==> src/rtl/key_event_pkg.sv <==
// Shared definitions for the key event counter: edge-select encodings
// and the helper that decides whether a debounced transition is reportable.
package key_event_pkg;

  typedef enum logic [1:0] {
    EDGE_NONE = 2'b00,
    EDGE_RISE = 2'b01,
    EDGE_FALL = 2'b10,
    EDGE_BOTH = 2'b11
  } edge_t;

  // True when a transition towards new_lvl is selected by sel.
  function automatic logic edge_hit(input edge_t sel, input logic new_lvl);
    logic hit;
    case (sel)
      EDGE_NONE: hit = 1'b0;
      EDGE_RISE: hit = new_lvl;
      EDGE_FALL: hit = ~new_lvl;
      EDGE_BOTH: hit = 1'b1;
      default:   hit = 1'b0;
    endcase
    return hit;
  endfunction

endpackage

==> src/rtl/key_debounce.sv <==
// One key channel: 2-flop synchronizer, debounce filter and edge detector.
// evt pulses one cycle after the debounced level changes, if the change
// matches the edge select sampled at that moment.
module key_debounce
  import key_event_pkg::*;
#(
  parameter int DB_CYCLES = 16,
  parameter int IDLE_LVL  = 1
) (
  input  logic  clk,
  input  logic  rst_n,
  input  logic  key,
  input  edge_t edge_sel,
  output logic  evt
);

  localparam int  DBW  = (DB_CYCLES > 1) ? $clog2(DB_CYCLES) : 1;
  localparam logic IDLE = 1'(IDLE_LVL);
  localparam logic [DBW-1:0] DB_LAST = DBW'(DB_CYCLES - 1);

  logic           sync1_r;
  logic           sync2_r;
  logic           db_r;
  logic           db_d_r;
  logic [DBW-1:0] db_cnt_r;
  logic           evt_r;

  // Synchronize, filter level changes and register the accepted edge pulse.
  always_ff @(posedge clk or negedge rst_n) begin
    if (!rst_n) begin
      sync1_r  <= IDLE;
      sync2_r  <= IDLE;
      db_r     <= IDLE;
      db_d_r   <= IDLE;
      db_cnt_r <= {DBW{1'b0}};
      evt_r    <= 1'b0;
    end else begin
      sync1_r <= key;
      sync2_r <= sync1_r;
      // Any sample equal to the held level restarts the stability count.
      if (sync2_r != db_r) begin
        if (db_cnt_r == DB_LAST) begin
          db_r     <= sync2_r;
          db_cnt_r <= {DBW{1'b0}};
        end else begin
          db_cnt_r <= db_cnt_r + DBW'(1);
        end
      end else begin
        db_cnt_r <= {DBW{1'b0}};
      end
      db_d_r <= db_r;
      evt_r  <= (db_r != db_d_r) && edge_hit(edge_sel, db_r);
    end
  end

  assign evt = evt_r;

endmodule

==> src/rtl/key_event_counter.sv <==
// Multi-channel debounced key event counter.
// Optional feature: define KEY_EVENT_COUNTER_UPDOWN_EN to add the dir port
// (per-channel up/down counting). Without it every channel counts up.
// The per-channel edge select port is called type_sel because "type" is a
// reserved word in SystemVerilog.
module key_event_counter
  import key_event_pkg::*;
#(
  parameter int CH_NUM    = 4,
  parameter int CNT_WIDTH = 18,
  parameter int DB_CYCLES = 16,
  parameter int WRAP      = 1,
  parameter int IDLE_LVL  = 1
) (
  input  logic                          clk,
  input  logic                          rst_n,
  input  logic [CH_NUM-1:0]             key,
  input  logic [2*CH_NUM-1:0]           type_sel,
  input  logic [CH_NUM-1:0]             clr,
`ifdef KEY_EVENT_COUNTER_UPDOWN_EN
  input  logic [CH_NUM-1:0]             dir,
`endif
  output logic [CH_NUM-1:0]             evt,
  output logic [CH_NUM*CNT_WIDTH-1:0]   cnt,
  output logic [CH_NUM-1:0]             ovf
);

  localparam logic [CNT_WIDTH-1:0] CNT_MAX  = {CNT_WIDTH{1'b1}};
  localparam logic [CNT_WIDTH-1:0] CNT_ZERO = {CNT_WIDTH{1'b0}};
  localparam logic [CNT_WIDTH-1:0] CNT_ONE  = {{(CNT_WIDTH-1){1'b0}}, 1'b1};

  logic [CH_NUM-1:0] evt_s;

  genvar gi;
  generate
    for (gi = 0; gi < CH_NUM; gi++) begin : g_ch
      logic [CNT_WIDTH-1:0] cnt_r;
      logic [CNT_WIDTH-1:0] cnt_nxt_s;
      logic                 ovf_r;
      logic                 ovf_nxt_s;
      logic                 up_s;

      key_debounce #(
        .DB_CYCLES (DB_CYCLES),
        .IDLE_LVL  (IDLE_LVL)
      ) u_db (
        .clk      (clk),
        .rst_n    (rst_n),
        .key      (key[gi]),
        .edge_sel (edge_t'(type_sel[2*gi +: 2])),
        .evt      (evt_s[gi])
      );

`ifdef KEY_EVENT_COUNTER_UPDOWN_EN
      assign up_s = dir[gi];
`else
      assign up_s = 1'b1;
`endif

      // Next counter/flag value: clear wins, otherwise count the event with wrap or hold at the limit.
      always_comb begin
        cnt_nxt_s = cnt_r;
        ovf_nxt_s = ovf_r;
        if (clr[gi]) begin
          cnt_nxt_s = CNT_ZERO;
          ovf_nxt_s = 1'b0;
        end else if (evt_s[gi]) begin
          if (up_s) begin
            if (cnt_r == CNT_MAX) begin
              ovf_nxt_s = 1'b1;
              cnt_nxt_s = (WRAP != 0) ? CNT_ZERO : CNT_MAX;
            end else begin
              cnt_nxt_s = cnt_r + CNT_ONE;
            end
          end else begin
            if (cnt_r == CNT_ZERO) begin
              ovf_nxt_s = 1'b1;
              cnt_nxt_s = (WRAP != 0) ? CNT_MAX : CNT_ZERO;
            end else begin
              cnt_nxt_s = cnt_r - CNT_ONE;
            end
          end
        end else begin
          cnt_nxt_s = cnt_r;
          ovf_nxt_s = ovf_r;
        end
      end

      // Counter and sticky overflow flag registers.
      always_ff @(posedge clk or negedge rst_n) begin
        if (!rst_n) begin
          cnt_r <= CNT_ZERO;
          ovf_r <= 1'b0;
        end else begin
          cnt_r <= cnt_nxt_s;
          ovf_r <= ovf_nxt_s;
        end
      end

      assign cnt[gi*CNT_WIDTH +: CNT_WIDTH] = cnt_r;
      assign ovf[gi] = ovf_r;
    end
  endgenerate

  assign evt = evt_s;

endmodule

==> config.mk <==
export PLATFORM = sky130hd
export DESIGN_NAME = key_event_counter
export DESIGN_NICKNAME = d
export VERILOG_FILES = /design/src/rtl/key_event_pkg.sv /design/src/rtl/key_debounce.sv /design/src/rtl/key_event_counter.sv
export SDC_FILE = /design/constraint.sdc
export NUM_CORES = 1
export LEC_CHECK = 0
export CORE_AREA = 2 2 149 151
export CTS_CLUSTER_SIZE = 30
export DETAILED_ROUTE_END_ITERATION = 6
export DIE_AREA = 0 0 151 153
export PLACE_DENSITY = 0.43
export REMOVE_ABC_BUFFERS = 1
export SYNTH_ARGS = -nofsm -noshare
export SYNTH_HDL_FRONTEND = slang
export SYNTH_SLANG_ARGS = --single-unit
export TNS_END_PERCENT = 10
==> constraint.sdc <==
create_clock -name clk -period 2.2 [get_ports clk]
set_input_delay 0.33 -clock clk [delete_from_list [all_inputs] [get_ports clk]]
set_output_delay 0.33 -clock clk [all_outputs]
set_load 0.01 [all_outputs]
# --- Word-level counts from Yosys, hierarchy flattened ---
# Cells that the tools add are included.
totals:
  register_bits: 112
  input_bits: 18
  out_inout_bits: 80
classes:
  n_addsub: 8
  eq_ne: 28
  muxes: 36
  n_bitwise: 4
  reduce_logical: 24
op_table:
  columns: ["op", "n"]
  rows:
  - ["18-bit 2-to-1 mux", 12]
  - ["18-bit by 1-bit adder with 18-bit output (second input constant)", 4]
  - ["18-bit equality test (second input constant)", 4]
  - ["4-bit 2-to-1 mux", 8]
  - ["4-bit by 1-bit adder with 4-bit output (second input constant)", 4]
  - ["2-bit equality test (second input constant)", 8]
  - ["4-bit equality test (second input constant)", 4]
  - ["1-bit case mux with 4 select lines", 4]
  - ["2-bit AND reduction", 8]
  - ["2-bit nonzero test", 8]
  - ["1-bit 2-to-1 mux", 12]
  - ["2-bit by 1-bit equality test with 1-bit output (second input constant)", 4]
  - ["2-bit zero test", 4]
  - ["1-bit != test", 8]
  - ["1-bit logical AND", 4]
  - ["1-bit NOT", 4]

# --- Depth between registers and ports, before layout ---
# Gate-level depths: netlist (run 1).
logic_depth:
  word_depth: 4
  depth_mapped: 6

# --- Modules after synthesis ---
# Synthesis (run 1) repeated with hierarchy kept, for this count alone.
unflattened:
  cells_unflattened: 534
  area_unflattened_um2: 5441.5
modules_own_cells:
  columns: ["module", "n_inst", "cells_per_inst", "area_each_um2", "seq_area_each_um2"]
  rows:
  - ["key_event_counter", 1, 434, 4070.2, 1901.8]
  - ["key_debounce", 4, 25, 342.8, 230.2]

# --- Least setup slack after synthesis (run 1) ---
# No wires, ideal clock.
synth_timing:
  path_type: "register to register"
  startpoint: "reg g_ch[2].cnt_r[0]"
  endpoint: "reg g_ch[2].cnt_r[10]"
  arrival_time_ps: 1730
  t_required_ps: 2068
  path_slack_ps: 338
  path_stages_with_launch: 7
  synth_period_minus_slack_ps: 1862
  cell_sequence: "dfrtp_1 > ha_1 > nand3_1 > or3_1 > o21bai_1 > clkbuf_1 > nor2_1"
synth_between:
  elab_chain_cells: 4
  word_cells_on_any_way: 5
  classes_between: "add/sub (1); eq/ne (1); mux (3)"
synth_lines:
  columns: ["item", "line", "rtl"]
  rows:
  - ["start, declared", "key_event_counter.sv:37", "logic [CNT_WIDTH-1:0] cnt_r;"]
  - ["start signal, assigned", "key_event_counter.sv:95", "cnt_r <= cnt_nxt_s;"]
  - ["18-bit by 1-bit adder with 18-bit output or 18-bit equality test (tied branches)", "key_event_counter.sv:73, key_event_counter.sv:69", null]
  - ["18-bit 2-to-1 mux *", "key_event_counter.sv:69", "if (cnt_r == CNT_MAX) begin"]
  - ["18-bit 2-to-1 mux *", "key_event_counter.sv:67", "end else if (evt_s[gi]) begin"]
  - ["18-bit 2-to-1 mux *", "key_event_counter.sv:64", "if (clr[gi]) begin"]
# Mark *: on every way between the ends. The rest lies on a longest branch, timed or not. The select of a mux whose other input is x is not followed.
# A chain may end at the register's enable or synchronous reset.

# --- Worst setup path in the final report (run 1) ---
layout_timing:
  startpoint: "reg g_ch[0].cnt_r[2]"
  endpoint: "reg g_ch[0].cnt_r[15]"
layout_between:
  elab_chain_cells: 4
  word_cells_on_any_way: 5
  classes_between: "add/sub (1); eq/ne (1); mux (3)"
layout_lines:
  columns: ["item", "line"]
  rows:
  - ["start, declared", "key_event_counter.sv:37"]
  - ["start signal, assigned", "key_event_counter.sv:95"]
  - ["18-bit by 1-bit adder with 18-bit output or 18-bit equality test (tied branches)", "key_event_counter.sv:73, key_event_counter.sv:69"]
  - ["18-bit 2-to-1 mux *", "key_event_counter.sv:69"]
  - ["18-bit 2-to-1 mux *", "key_event_counter.sv:67"]
  - ["18-bit 2-to-1 mux *", "key_event_counter.sv:64"]
# Marks and branches as above.

==> results.md, run 1 <==
## Logic synthesis
• **Syn Inst Count** 519
• **total of flip-flops plus latches after synthesis** 112
• **Yosys top cell area share** 45.2%
• **Synth Area per Inst** 10.2 sq um
• **fraction of the mapped netlist area in adder cells** 1.89%
• **number of flops mapped to enable cells by yosys** 0
• **most frequent cells after synthesis** dfrtp_1 (96), nor2_1 (64), xnor2_1 (33)
• **largest family of logic cells by synthesized area** simple AND/OR/NAND/NOR gates
• **Synth area leader** dfrtp_1
• **XOR/XNOR share of the synthesized area** 8.74%
• **share of synthesized cell area in and, or, nand and nor gates** 22.1%
• **sequential fraction of the synthesis area** 53.2%
• **cell with the most instances after synthesis** dfrtp_1
• **Cell Area, Synth** 5310 sq um
• **YS warnings** 0
• **number of distinct library cells after synthesis** 50
• **post-synthesis async set-or-reset flop share** 100%
• **primary flip-flop cell chosen by synthesis mapping** dfrtp_1
• **mux cell area share after synthesis** 1.25%
• **cell types with the largest area share after synthesis** dfrtp_1 (45%), dfstp_2 (7.9%), xnor2_1 (5.4%), nor2_1 (4.5%), xor2_1 (3.3%)
• **area fraction in compound gates after synthesis** 9.61%

## STA
• **Slew headroom** 64.8%
• **min setup slack post-route** 0.222 ns
• **final worst-path cycle share** 89.9%
• **unrepaired setup endpoints after global routing** no
• **min cycle time layout** 1.98 ns
• **sum of negative setup slack** 0 ns
• **Peak Freq** 0.505 GHz
• **worst clock skew** 0.0126 ns
• **worst hold margin** 0.360 ns
• **final hold vios** 0
• **setup-violating endpoint count in the final report** 0
• **Final Slew Violations** 0
• **Worst Tran Pin Value** 0.523 ns

## Global route
• **overflow left after global routing** 0
• **global-route wire length before repair** 23,100 um
• **vias in the first global route** 4,304
• **pin count of the biggest net entering global routing** 66
• **number of antenna violations at the first check in global routing** 0
• **Global Route Usage Sum** 12.3%

## Detailed routing
• **DRC violation total after the first TritonRoute iteration** 172
• **Initial DRT Pass Iterations** 4
• **post-detailed-routing wire length** 13,400 um
• **average wire per standard cell** 14.8 um
• **post-route DRC violation count** 0
• **vias** 4,244
• **number of nets with antenna violations after detailed routing** 0
• **post-detailed-route via-to-cell ratio** 4.67

## Die
• **placeable core area** 21,500 sq um
• **floorplan die height** 153 um
• **Std-Cell Rows** 54
• **starting density of the core** 24.7%
• **DIE AREA** 23,100 sq um
• **horizontal extent of the die** 151 um
• **number of I/O pins** 98

## Setup path
• **Arr. time, crit path** 2.26 ns
• **family with the most delay on the worst path** simple AND/OR/NAND/NOR gates
• **Worst setup SP type** flip-flop
• **Req. time, crit path** 2.48 ns
• **Critical Path Max Stage Delay** 0.61 ns
• **kind of capture point of the worst setup path** flip-flop
• **CP bufs+invs** 0
• **worst reg-to-reg setup slack** 0.22 ns
• **worst flop-to-flop path startpoint** g_ch[0].cnt_r[2]
• **critical-path cell list** nand3_2, or4_4, or4_1, a21oi_1
• **worst-path fanout max** 7
• **master of the slowest instance on the critical path** or4_4
• **terminus of the critical flop-to-flop path** g_ch[0].cnt_r[15]
• **R2R cell count** 4
• **Crit Path Category** flip-flop to flip-flop

## Placement
• **worst slack at placement** 0.0139 ns
• **final weighted congestion in routability-driven placement** 0.779
• **post-DP HPWL** 9610 um
• **I/O Buffers** 97

## Final layout
• **area delta synth->final** 31.4%
• **count of antenna diodes in the layout** 0
• **proportion of layout cells with a drive suffix above 1** 10.4%
• **number of nets in the layout** 649
• **final core area utilization** 32.5%
• **number of filler cells placed in the layout** 2,176

## Worst hold path
• **capture endpoint of the worst hold path** g_ch[2].u_db.sync2_r
• **path category of the worst min-delay check** flip-flop to flip-flop
• **beginning of the worst hold path** g_ch[2].u_db.sync1_r
• **count of cells along the worst hold path** 0

## Status
• **outcome** complete, no violations

## Power and ir drop
• **register share of total power** 53.7%
• **Net Sw Frac** 24.1%
• **static leakage** 2.67 nW
• **Cell Pwr Density** 568 nW/um^2
• **peak supply drop** 0.337 mV
• **overall power after layout** 3.96 mW
• **part of the total power dissipated in the clock network** 41.5%
• **switching power of the nets** 0.954 mW
• **relative contribution of combinational cells to total power** 4.8%
• **Internal Dissipation** 3.00 mW

## CTS
• **maximum clock path buffer count** 2
• **root buffer selected by CTS** clkbuf_16
• **post-CTS clock slew at the launch and capture registers of the worst setup and hold paths** 0.08 ns
• **clock buffer count from CTS** 9
• **count of buffers added by post-CTS timing repair for setup** 0
• **H-tree levels** 3
• **clock tree from TritonCTS** yes
• **insertion delay of the later-clocked pin in the worst-skew pair** 0.36 ns
• **TritonCTS sink count** 112

## Job
• **# Max-Cap Violations** 0

==> layout by cell type (no fill, tap or decap), types with 3 or more instances in the layout <==
cell type / n
nand3b_1: 5
xor2_1: 20
or3_1: 11
nor3_1: 7
nand3_1: 28
and3_1: 7
buf_4: 18
nor2b_1: 8
o21a_1: 3
inv_1: 14
nand4b_1: 4
a31oi_1: 4
ha_1: 8
and4_1: 6
nor2_1: 64
or4_1: 8
o31ai_1: 7
clkbuf_16: 9
clkdlybuf4s50_1: 96
mux2_2: 5
nand2_1: 30
o2111ai_1: 3
nor4_1: 13
nor3b_1: 3
dfrtp_1: 96
nand4_1: 19
xnor2_1: 33
a21oi_1: 27
dfstp_2: 16
o21ai_0: 18
==> power by group through the flow <==
stage                     sequential (mW)  combinational [mW]  clock, mW
after floorplan                      2.16              0.0596          0
after global placement               2.16               0.190          0
after detailed placement             2.17               0.196          0
after CTS                            2.13               0.198       1.74
after global routing                 2.13               0.218       1.80
final                                2.13               0.190       1.64
==> per-layer routing <==
metal  global-route usage [%]  vias up  part of all wire [%]
met5                        0        -                     0
met4                     3.03        0                   1.2
met3                     3.43       10                   3.9
met2                     20.2       62                    49
met1                     16.1     2112                    45
li1                         -     2060                     -
==> per-stage QoR <==
stage / area [sq um] / cells
2_1_floorplan: 5190 / 495
3_3_place_gp: 6670 / 891
3_5_place_dp: 6670 / 891
4_1_cts: 6980 / 908
5_1_grt: 6980 / 908
6_report: 6980 / 908
==> final cells by class <==
class | instances | area [sq um] | share of cell area, %
clock buffer | 11 | 243 | 3.48
clock inverter | 5 | 48.8 | 0.700
inverter | 14 | 52.6 | 0.753
multi-input combinational | 369 | 2310 | 33.1
sequential | 112 | 2820 | 40.5
tap | 280 | 350 | 5.02
timing repair buffer | 117 | 1150 | 16.4
==> worst reg2reg max path, delay by kind of cell (launching register included) <==
family | cells | cell delay, ns
DFF | 1 | 0.47
AOI/OAI and AO/OA | 1 | 0.15
and+or+nand+nor | 3 | 1.29
==> worst max path at each step <==
stage / startpoint / end / slack (ns) / depth (start not counted)
finish: g_ch[0].cnt_r[2] / g_ch[0].cnt_r[15] / 0.22 / 4
floorplan: g_ch[0].cnt_r[5] / g_ch[0].cnt_r[10] / 0.06 / 3
global placement: clr[0] / g_ch[0].cnt_r[15] / 0.02 / 5
detailed placement: clr[0] / g_ch[0].cnt_r[15] / 0.01 / 5
global route: g_ch[1].cnt_r[4] / g_ch[1].cnt_r[16] / 0.10 / 4
CTS: g_ch[0].cnt_r[2] / g_ch[0].cnt_r[15] / 0.20 / 4
==> registers in the layout (all words and copies together) (netlist names) <==
| register | flops |
|---|---|
| g_ch.ovf_r | 4 |
| g_ch.u_db.db_d_r | 4 |
| g_ch.u_db.evt | 4 |
| g_ch.u_db.db_cnt_r | 16 |
| g_ch.u_db.db_r | 4 |
| g_ch.u_db.sync1_r | 4 |
| g_ch.cnt_r | 72 |
| g_ch.u_db.sync2_r | 4 |
==> logic make-up after synthesis <==
kind of cell	Yosys count
AND/OR/NAND/NOR	222
flip-flops	112
AO/OA/AOI/OAI	80
XOR/XNOR	53
buffers and inverters	38
adder cells (fa/ha/maj)	8
multiplexers	6
==> repair_timing <==
item                                   in CTS  in global routing
resized for setup                           0                  0
hold buffers                                1                  0
endpoints found under the hold margin      48                  0
Note: power is estimated with default switching activity, not from simulation.
==> inputs of run 2 (changes only) <==
PLACE_DENSITY = not set   (was 0.43)
clock period = 1.8 ns   (was 2.2 ns; I/O delays follow)
==> run 2 against run 1 <==
Against the previous run:
- global-route usage fell by 1.2 points
- setup slack got worse by 0.18 ns
- clock skew fell by 0.0026 ns
- cell count rose by 5.4%
- routed wire length fell by 7.1%
- clock-buffer cell count did not move
- die area did not move
- first-iteration DRC count fell by 17%
- flip-flop and latch count did not move
- sequential share of layout area fell by 2.1 points
==> results.md, run 2 (synthesized netlist as in run 1, its figures left out) <==
## Status
• **outcome** complete, no violations

## Final layout
• **number of flip-flops in the largest register** 72, unchanged
• **count of antenna diodes in the layout** 0, unchanged
• **area delta synth->final** 38.7%
• **non-filler cells, final** 957, +5.4%
• **largest registers in the final layout** g_ch.cnt_r (72), g_ch.u_db.db_cnt_r (16)
• **leading cell type in the layout, fill and taps excluded** clkdlybuf4s50_1
• **proportion of layout cells with a drive suffix above 1** 17.6%, +7.2 points
• **number of filler cells placed in the layout** 2,185, +0.41%
• **Most flops, register** g_ch.cnt_r
• **final core area utilization** 34.3%, +1.8 points
• **most frequent cells in the layout** clkdlybuf4s50_1 (96), dfrtp_1 (95), buf_4 (67)
• **number of nets in the layout** 698, +7.6%

## STA
• **Peak Freq** 0.569 GHz
• **worst clock skew** 0.00993 ns, -0.00265 ns
• **final hold vios** 0, unchanged
• **final worst-path cycle share** 97.7%
• **Slew headroom** 67.1%, +2.3 points
• **Worst Tran Pin Value** 0.489 ns, -0.0347 ns
• **setup-violating endpoint count in the final report** 0, unchanged
• **min cycle time layout** 1.76 ns
• **unrepaired setup endpoints after global routing** yes
• **Final Slew Violations** 0, unchanged

## Detailed routing
• **Metal-1 WL** 5940 um, -2.3%
• **top sig layer** met4
• **Routed met2 length** 5660 um, -15%
• **Initial DRT Pass Iterations** 4, unchanged
• **number of nets with antenna violations after detailed routing** 0, unchanged
• **routed wire length on met3** 711 um, +36%
• **post-detailed-routing wire length** 12,500 um, -7.1%
• **post-route DRC violation count** 0, unchanged
• **post-detailed-route via-to-cell ratio** 4.56, -2.5%
• **DRC violation total after the first TritonRoute iteration** 142, -17%
• **average wire per standard cell** 13.0 um, -12%
• **vias** 4,360, +2.7%

## Setup path
• **Crit Path Category** primary input to flip-flop
• **Arr. time, crit path** 2.04 ns, -0.22 ns
• **critical-path cell list** clkdlybuf4s50_1, o21ai_2, or4_4, or4_1, a21oi_1
• **family with the most delay on the worst path** simple AND/OR/NAND/NOR gates
• **worst-path fanout max** 6, -1
• **Critical Path Max Stage Delay** 0.54 ns, -0.07 ns
• **Worst setup SP type** primary input
• **CP bufs+invs** 1, +1
• **kind of capture point of the worst setup path** flip-flop
• **master of the slowest instance on the critical path** or4_4
• **Req. time, crit path** 2.08 ns, -0.40 ns

## Global route
• **number of antenna violations at the first check in global routing** 0, unchanged
• **global-route wire length before repair** 20,900 um, -9.3%
• **Global Route Usage Sum** 11.1%, -1.2 points
• **vias in the first global route** 4,203, -2.3%
• **pin count of the biggest net entering global routing** 54, -18%
• **overflow left after global routing** 0, unchanged

## Power and ir drop
• **static leakage** 2.92 nW, +9.4%
• **Net Sw Frac** 23.4%, -0.66 points
• **peak supply drop** 0.384 mV, +14%
• **Cell Pwr Density** 649 nW/um^2, +14%
• **switching power of the nets** 1.12 mW, +17%
• **register share of total power** 54.2%, +0.5 points
• **relative contribution of combinational cells to total power** 5.1%, +0.3 points
• **part of the total power dissipated in the clock network** 40.7%, -0.8 points
• **Internal Dissipation** 3.66 mW, +22%

## CTS
• **insertion delay of the later-clocked pin in the worst-skew pair** 0.35 ns, about the same
• **clock tree from TritonCTS** yes
• **H-tree levels** 3, unchanged
• **count of buffers added by post-CTS timing repair for setup** 0, unchanged
• **maximum clock path buffer count** 2, unchanged
• **clock buffer count from CTS** 9, unchanged
• **root buffer selected by CTS** clkbuf_16
• **TritonCTS sink count** 112, unchanged
• **post-CTS clock slew at the launch and capture registers of the worst setup and hold paths** 0.08 ns, about the same

## Placement
• **post-DP HPWL** 9030 um, -6.1%
• **I/O Buffers** 97, unchanged
• **final weighted congestion in routability-driven placement** 0.780, about the same
• **# placed instances** 940, +5.5%

## Die
• **horizontal extent of the die** 151 um, unchanged
• **DIE AREA** 23,100 sq um, unchanged
• **number of I/O pins** 98, unchanged
• **floorplan die height** 153 um, unchanged
• **placeable core area** 21,500 sq um, unchanged
• **starting density of the core** 24.7%, unchanged
• **Std-Cell Rows** 54, unchanged

## Worst hold path
• **path category of the worst min-delay check** primary input to asynchronous set/reset pin

## Job
• **# Max-Cap Violations** 0, unchanged

run 2: cell types whose count changed in the layout (fill, tap and decap cells not counted), sizes merged:
| cell | previous run | this run |
|---|---|---|
| inv | 17 | 16 |
| clkinvlp | 0 | 2 |
| buf | 20 | 69 |
| clkinv | 2 | 1 |
run 2: final timing paths:
| check | end | cells past startpoint | start | slack (ns) |
|---|---|---|---|---|
| max | g_ch[0].cnt_r[15] | 5 | clr[0] | 0.04 |
| min | g_ch[0].cnt_r[15] | 2 | rst_n | 0.29 |
| max reg2reg | g_ch[2].cnt_r[17] | 4 | g_ch[2].cnt_r[5] | 0.04 |
| min reg2reg | g_ch[1].u_db.sync2_r | 0 | g_ch[1].u_db.sync1_r | 0.36 |
| max in group asynchronous | g_ch[2].u_db.sync1_r | 3 | rst_n | 0.94 |
| min in group clk | g_ch[1].u_db.sync1_r | 1 | key[1] | 0.32 |
run 2: layout make-up:
type	instances	area [sq um]	share of cell area, %
clock buffer	11	243	3.29
clock inverter	5	41.3	0.560
inverter	14	52.6	0.713
multi-input combinational	369	2340	31.8
sequential	112	2820	38.3
tap	280	350	4.76
timing repair buffer	166	1510	20.6
run 2: power groups by stage:
stage | Clock (mW) | Sequential (mW) | Combinational, mW
after global routing | 2.14 | 2.60 | 0.274
final | 1.95 | 2.59 | 0.244
after CTS | 2.06 | 2.59 | 0.250
after detailed placement | 0 | 2.64 | 0.247
after global placement | 0 | 2.64 | 0.246
after floorplan | 0 | 2.64 | 0.0729
run 2: worst register-to-register path: cells and delay by family, from the launching register on:
kind,cells,cell delay [ns]
AOI/OAI and AO/OA,1,0.15
and+or+nand+nor,3,1.19
DFF,1,0.35
run 2: repair_timing:
| action | in CTS | in global routing |
|---|---|---|
| gates resized for setup | 0 | 6 |
| setup endpoints to repair | 0 | 29 |
| endpoints found under the hold margin | 7 | 0 |
| hold buffers | 1 | 0 |
run 2: through the flow:
| step | setup slack [ns] | hold slack, ns | instance area (sq um) | setup TNS, ns | power (mW) |
|---|---|---|---|---|---|
| 2_1_floorplan | -0.339 | -0.0256 | 5190 | -5.02 | 2.71 |
| 3_3_place_gp | -0.312 | 0.114 | 7040 | -0.799 | 2.88 |
| 3_5_place_dp | -0.310 | 0.116 | 7040 | -0.858 | 2.89 |
| 4_1_cts | 0.0113 | 0.271 | 7340 | 0 | 4.91 |
| 5_1_grt | -0.0536 | 0.285 | 7370 | -0.194 | 5.01 |
| 6_report | 0.0415 | 0.287 | 7370 | 0 | 4.78 |
run 2: layer usage:
metal,global-route usage [%],vias up
met5,0,-
met4,3.20,0
met3,3.25,12
met2,17.7,73
met1,14.6,2102
li1,-,2173
